[src/rtl/fir_mac_sequencer.sv]
// Time-multiplexed FIR controller driving one external registered multiply-add.
// Holds the delay line and coefficient bank; one MAC step per tap, one result per sample.
module fir_mac_sequencer #(
  parameter int DWIDTH    = 16,
  parameter int CWIDTH    = 16,
  parameter int NTAPS     = 8,
  parameter int ACC_WIDTH = 40
) (
  input  logic                         clk,
  input  logic                         rst,
  input  logic                         s_valid,
  output logic                         s_ready,
  input  logic signed [DWIDTH-1:0]     s_data,
  output logic                         m_valid,
  input  logic                         m_ready,
  output logic signed [ACC_WIDTH-1:0]  m_data,
  input  logic                         coef_we,
  input  logic [$clog2(NTAPS)-1:0]     coef_addr,
  input  logic signed [CWIDTH-1:0]     coef_data,
  output logic                         coef_busy,
  output logic                         mac_rst,
  output logic                         mac_ce,
  output logic signed [DWIDTH-1:0]     mac_a,
  output logic signed [CWIDTH-1:0]     mac_b,
  output logic signed [ACC_WIDTH-1:0]  mac_p_in,
  input  logic signed [ACC_WIDTH-1:0]  mac_p_out
);

  localparam int              AW   = $clog2(NTAPS);
  localparam logic [AW-1:0]   LAST = AW'(NTAPS - 1);
  localparam logic [AW:0]     NT   = (AW + 1)'(NTAPS);

  typedef enum logic [1:0] {IDLE, RUN, DONE, OUT} state_t;

  state_t                      state_q;
  logic signed [DWIDTH-1:0]    dline_q [NTAPS];
  logic signed [CWIDTH-1:0]    coef_q  [NTAPS];
  logic [AW-1:0]               wr_ptr_q, wr_ptr_d, k_q, rd_idx;
  logic signed [ACC_WIDTH-1:0] m_data_q;
  logic                        coef_wr_ok;

  // Read index walks backwards from the newest sample; the +NTAPS term
  // covers the wrap for non-power-of-two tap counts.
  always_comb begin
    wr_ptr_d   = (wr_ptr_q == LAST) ? '0 : wr_ptr_q + 1'b1;
    rd_idx     = (k_q > wr_ptr_q) ? AW'({1'b0, wr_ptr_q} + NT - {1'b0, k_q})
                                  : wr_ptr_q - k_q;
    coef_wr_ok = coef_we && (state_q == IDLE || state_q == OUT) &&
                 ({1'b0, coef_addr} < NT);
  end

  always_ff @(posedge clk) begin
    if (rst) begin
      state_q  <= IDLE;
      wr_ptr_q <= '0;
      k_q      <= '0;
      m_data_q <= '0;
      for (int unsigned i = 0; i < NTAPS; i++) begin
        dline_q[i] <= '0;
        coef_q[i]  <= '0;
      end
    end else begin
      if (coef_wr_ok) coef_q[coef_addr] <= coef_data;
      case (state_q)
        IDLE: if (s_valid) begin
          wr_ptr_q          <= wr_ptr_d;
          dline_q[wr_ptr_d] <= s_data;
          k_q               <= '0;
          state_q           <= RUN;
        end
        RUN: begin
          k_q <= k_q + 1'b1;
          if (k_q == LAST) state_q <= DONE;
        end
        DONE: begin
          m_data_q <= mac_p_out;
          state_q  <= OUT;
        end
        OUT: if (m_ready) state_q <= IDLE;
        default: state_q <= IDLE;
      endcase
    end
  end

  assign s_ready   = (state_q == IDLE);
  assign m_valid   = (state_q == OUT);
  assign coef_busy = (state_q == RUN) || (state_q == DONE);
  assign mac_ce    = (state_q == RUN);
  assign mac_rst   = rst;
  assign mac_a     = dline_q[rd_idx];
  assign mac_b     = coef_q[k_q];
  assign mac_p_in  = (k_q == '0) ? '0 : mac_p_out;
  assign m_data    = m_data_q;

endmodule

[config.mk]
export PLATFORM = sky130hd
export DESIGN_NAME = fir_mac_sequencer
export DESIGN_NICKNAME = d
export VERILOG_FILES = /design/src/rtl/fir_mac_sequencer.sv
export SDC_FILE = /design/constraint.sdc
export NUM_CORES = 1
export LEC_CHECK = 0
export ABC_AREA = 1
export ABC_CLOCK_PERIOD_IN_PS = 1990
export CORE_ASPECT_RATIO = 2
export CORE_MARGIN = 1.5
export CORE_UTILIZATION = 50
export CTS_BUF_LIST = sky130_fd_sc_hd__clkbuf_8 sky130_fd_sc_hd__clkbuf_16
export CTS_CLUSTER_SIZE = 30
export DETAILED_ROUTE_END_ITERATION = 7
export PLACE_DENSITY_LB_ADDON = 0.1
export SLEW_MARGIN = 30
export SYNTH_ARGS = -nofsm -noshare
export SYNTH_HDL_FRONTEND = slang
export SYNTH_SLANG_ARGS = --single-unit
[constraint.sdc]
create_clock -name clk -period 1.99 [get_ports clk]
set_input_delay 0.199 -clock clk [delete_from_list [all_inputs] [get_ports clk]]
set_output_delay 0.199 -clock clk [all_outputs]
set_load 0.005 [all_outputs]
-- After elaboration in Yosys (flattened, before gate mapping)
Memory sizes are Yosys's and may differ from the RTL's. A register that Yosys moved wholly into a read port is not among the register bits.
Cells that the tools add are included.
- bits in registers: 48
- RAM bits: 256
- input port bits: 80
- output and inout bits: 117
- word-level logic and storage cells: 57
- memories: 2
- memories (name ; depth ; width ; read ports ; clocked after Yosys merged registers in ; wr ports ; RTL line ; text):
    coef_q ; 8 ; 16 ; 1 ; 1 ; 8 ; 37 ; logic signed [CWIDTH-1:0] coef_q [NTAPS];
    dline_q ; 8 ; 16 ; 1 ; 0 ; 8 ; 36 ; logic signed [DWIDTH-1:0] dline_q [NTAPS];
- add/subtract/negate cells: 5
- order comparisons: 1
- equality and inequality tests: 8
- mux-type cells: 26
- reductions and logical operators: 11
- operators with widths (kind ; number):
    40-bit two-way mux ; 1
    16-bit two-way mux ; 2
    16-bit OR reduction ; 2
    3-bit two-way mux ; 7
    1-bit two-way mux ; 11
    3-bit by 1-bit adder with 3-bit output, second input constant ; 3
    2-bit case mux with 4 select lines ; 1
    3-bit == test, second input constant ; 2
    2-bit two-way mux ; 3
    3-bit case mux with 2 select lines ; 1
    3-bit subtractor ; 2
    2-bit == test, second input constant ; 2
    2-bit by 1-bit != test with 1-bit output, second input constant ; 2
    2-bit AND reduction ; 2
    3-bit greater-than comparator ; 1
    3-bit zero test ; 1
    3-bit AND reduction ; 1
    2-bit by 1-bit == test with 1-bit output, second input constant ; 1
    2-bit zero test ; 1
    1-bit logical OR ; 2
    2-bit != test, second input constant ; 1
    2-bit nonzero test ; 1
    1-bit logical AND ; 1

-- Logic depth before layout (Yosys ltp)
- depth in word-level cells: 8
- gate-level depth with buffers: 12

-- Worst setup path before layout
OpenSTA, ideal clock, no wires.
- kind: flip-flop to flip-flop
- start point: register wr_ptr_q[0]
- end point: memory dline_q[1][0], enable pin
- setup time: 0.372 ns
- arrival: 1.797 ns
- required time: 1.618 ns
- setup slack: -0.178 ns
- stages on the path, launching flop included: 9
- clock period less this slack: 2.168 ns
- cells stage by stage: dfxtp_1 -> ha_1 -> ha_1 -> nor2_2 -> inv_1 -> nor2_8 -> nand2_4 -> buf_6 -> nand2_1
- RTL lines (item ; RTL line ; text):
    start: declaration ; 38 ; logic [AW-1:0] wr_ptr_q, wr_ptr_d, k_q, rd_idx;
    start signal: assignment ; 66 ; wr_ptr_q <= wr_ptr_d;
    end: declaration ; 36 ;

-- Final worst setup path
- start point: register k_q[0]
- end point: output mac_p_in[9]
- longest elaborated chain between the ends: 2
- RTL lines (item ; RTL line ; text):
    start: declaration ; 38 ;
    start signal: assignment ; 72 ; k_q <= k_q + 1'b1;
    3-bit zero test ; 92 ; assign mac_p_in = (k_q == '0) ? '0 : mac_p_out;
    40-bit two-way mux ; 92 ;
    end: declaration ; 25 ; output logic signed [ACC_WIDTH-1:0] mac_p_in,
No other way between the ends.

==> results.yml <==
power:
  combPwrFrac_pct: 42.8
  p_per_area_nw_per_um2: 1110
  seqPwrFrac_pct: 34.5
  p_clk_share_pct: 22.7
  finalPower_w: 0.0231
  power_switching_w: 0.00794
  switching_share_pct: 34.4
  leakage_nw: 9.89
  intPower_w: 0.0151
  ir_drop_v: 0.000724
grt:
  grt_pass1_vias: 12500
  grt_max_degree: 51
  antenna_found_initial: 0
  grt_use_total_pct: 27.7
  grt_pass1_wl_mm: 66.4
  grt_overflow: 0
finish:
  fin_util_pct: 70.8
  fill_cells: 2283
  drive_above_1_share_pct: 26.2
  nets: 2183
  syn2layout_area_growth_pct: 39.9
  ff_latch_area_sq_um: 8720
  multiInputGateArea_sq_um: 5300
  diodes: 0
route:
  firstDrtPassIters: 6
  antenna_left: 0
  vias: 12700
  post-route-drc-count: 0
  routed_wl_mm: 44.1
  first_iter_violations: 1025
  via_per_inst: 5.14
  routedWlPerCell_um: 17.8
critical_path:
  reg2reg_to: "dline_q[4][9]"
  reg2reg_slack_ns: 0.03
  worstPathArrival_ns: 2.47
  worstPathMaxFanout: 5
  critical_path_class: "flip-flop to output pin"
  end_kind: "output pin"
  startpoint_type: "flip-flop"
  reg2reg_depth: 8
  critPathRequiredTime_ns: 1.79
  regToRegStartpoint: "wr_ptr_q[0]"
sta:
  timing.fmax_mhz: 375
  slew_headroom_pct: 73.9
  skew_ns: 0.00973
  final-setup-viol-count: 68
  finalMaxSlewViolations: 0
  hold_viol: 0
  rsz0062_at_grt: "true"
  tightest_slew_ns: 0.391
  tns_ns: -31.01
  setup_ws_ns: -0.676
  period_minus_slack_ns: 2.67
  fin_crit_sh_pct: 134
cts:
  clk_latency_ns: 0.55
  tritoncts: "yes"
  cts.sinks: 307
  cts_buffers: 27
  clk_pin_slew_worst_paths_ns: 0.07
  cts_buffer_depth: 3
  ctsHoldBuffers: 0
  root_buffer: "clkbuf_16"
  cts-htree-levels: 1
placement:
  io_buffers: 196
  hpwlAfterDp_mm: 25.5
  gp_congestion: 0.859
  place_ws_ns: -0.395
hold_path:
  holdPathEnd: "m_data[12]"
  worstHoldStart: "mac_p_out[12]"
  hold_path_class: "input pin to flip-flop"
  whs_path_depth: 3
floorplan:
  row_count: 89
  initial_utilization_pct: 50.6
  fp.dieW_um: 125
  core_area_sq_um: 29300
  io_pins: 197
  die_area_sq_um: 30700
  die_y_um: 246
synth:
  ys_warn_count: 0
  syn_area_sq_um: 14800
  synth_nets: 1864
  synth.avg_cell_area_sq_um: 8.36
  synth_seq_cells: 307
  syn_inst: 1771
  seq_area_frac_synth_pct: 58.8
  ys_types: 23
run:
  drv_cap: 0
outcome:
  violations: "negative setup slack"
  status: "complete, but fails checks"
cell families (layout without fill, tap and decap cells):
| family | Yosys count | after routing | synth area share (%) |
|---|---|---|---|
| adder cells (fa/ha/maj) | 13 | 13 | 1.15 |
| AND/OR/NAND/NOR | 925 | 925 | 25.4 |
| AO/OA/AOI/OAI | 88 | 88 | 2.97 |
| buffers and inverters | 438 | 777 | 11.7 |
| flip-flops | 307 | 307 | 58.8 |
synth_stat cells, drive strengths merged:
cell | number | area share [%]
nor2 | 314 | 8.2
nand2 | 472 | 12
inv | 356 | 9.0
clkbuf | 49 | 1.2
edfxtp | 256 | 52
o21ai | 43 | 1.5
clkinv | 1 | 0.034
nand3 | 138 | 4.7
ha | 12 | 1.0
buf | 32 | 1.4
dfxtp | 51 | 6.9
or2 | 1 | 0.042
a21oi | 45 | 1.5
fa | 1 | 0.14
worst max-delay path, stage by stage (launching register included):
cell and delay (ns):
dfxtp_4 0.36, buf_6 0.11, buf_6 0.10, buf_6 0.10, buf_6 0.10, buf_6 0.11, inv_4 0.05, ha_4 0.13
inv_4 0.03, nor2_4 0.17, buf_12 0.16, buf_12 0.12, buf_6 0.10, buf_6 0.09, nor2_1 0.04, buf_2 0.13
power by group through the flow:
stage | combinational (W) | clock, W | sequential, W
global placement | 0.00735 | 0 | 0.00804
global route | 0.0107 | 0.00552 | 0.00803
finish | 0.00987 | 0.00523 | 0.00796
CTS | 0.00914 | 0.00529 | 0.00795
detailed placement | 0.00737 | 0 | 0.00806
floorplan | 0.00378 | 0 | 0.00804
through the flow:
step                      instance area [sq um]  hold slack [ns]  cells
after floorplan                           14800            0.277   1771
after global placement                    17900            0.502   2337
after detailed placement                  17900            0.509   2337
after CTS                                 20100            0.198   2464
after global routing                      20700            0.229   2474
final                                     20700            0.218   2474
per-layer routing:
layer	share of wire, %	global-route usage (%)	vias up
met3	8.0	5.41	132
met5	0	0	-
met4	4.4	12.5	0
met2	50	47.8	553
li1	-	-	6048
met1	38	33.5	5987
area by class of cell:
class | count | area share [%]
repair buffers | 370 | 19.4
inverters | 357 | 6.55
clock inverters | 18 | 0.603
repair inverters | 1 | 0.0302
well taps | 364 | 2.20
flip-flops and latches | 307 | 42.1
multi-input cells | 1026 | 25.5
clock buffers | 31 | 3.58
placed cells by master, fill, tap and decap left out, types with 43 or more instances in the layout:
| cell type | count |
|---|---|
| o21ai_0 | 43 |
| buf_4 | 58 |
| nor2_1 | 287 |
| nand3_2 | 82 |
| buf_2 | 63 |
| clkdlybuf4s50_1 | 122 |
| a21oi_1 | 45 |
| edfxtp_1 | 256 |
| nand3_1 | 54 |
| buf_6 | 58 |
| dfxtp_1 | 43 |
| inv_1 | 349 |
| nand2_2 | 99 |
| nand2_1 | 350 |
timing repair:
action	4_1_cts	5_1_grt
pin swaps	122	107
setup endpoints to repair	109	298
gates resized for setup	413	255
cloned	17	5
setup buffers	61	17
hold endpoints to repair	0	0
how the worst max path moves through the flow:
stage,startpoint,endpoint,slack (ns),cells after the start
after detailed placement,wr_ptr_q[0],mac_a[6],-0.40,11
after global routing,k_q[0],mac_a[11],-0.76,12
after floorplan,state_q[0],coef_q[0][0],-0.17,8
after global placement,wr_ptr_q[0],mac_a[6],-0.36,11
final,k_q[0],mac_p_in[9],-0.68,15
after CTS,wr_ptr_q[0],mac_a[11],-0.69,13
registers in the layout, summed over array words and instances, names as in the netlist, named ones only:
register and flops:
k_q 3, wr_ptr_q 3, coef_q 128, state_q 2
m_data 40, dline_q 128
No activity file was read; power rests on OpenSTA's default activity.
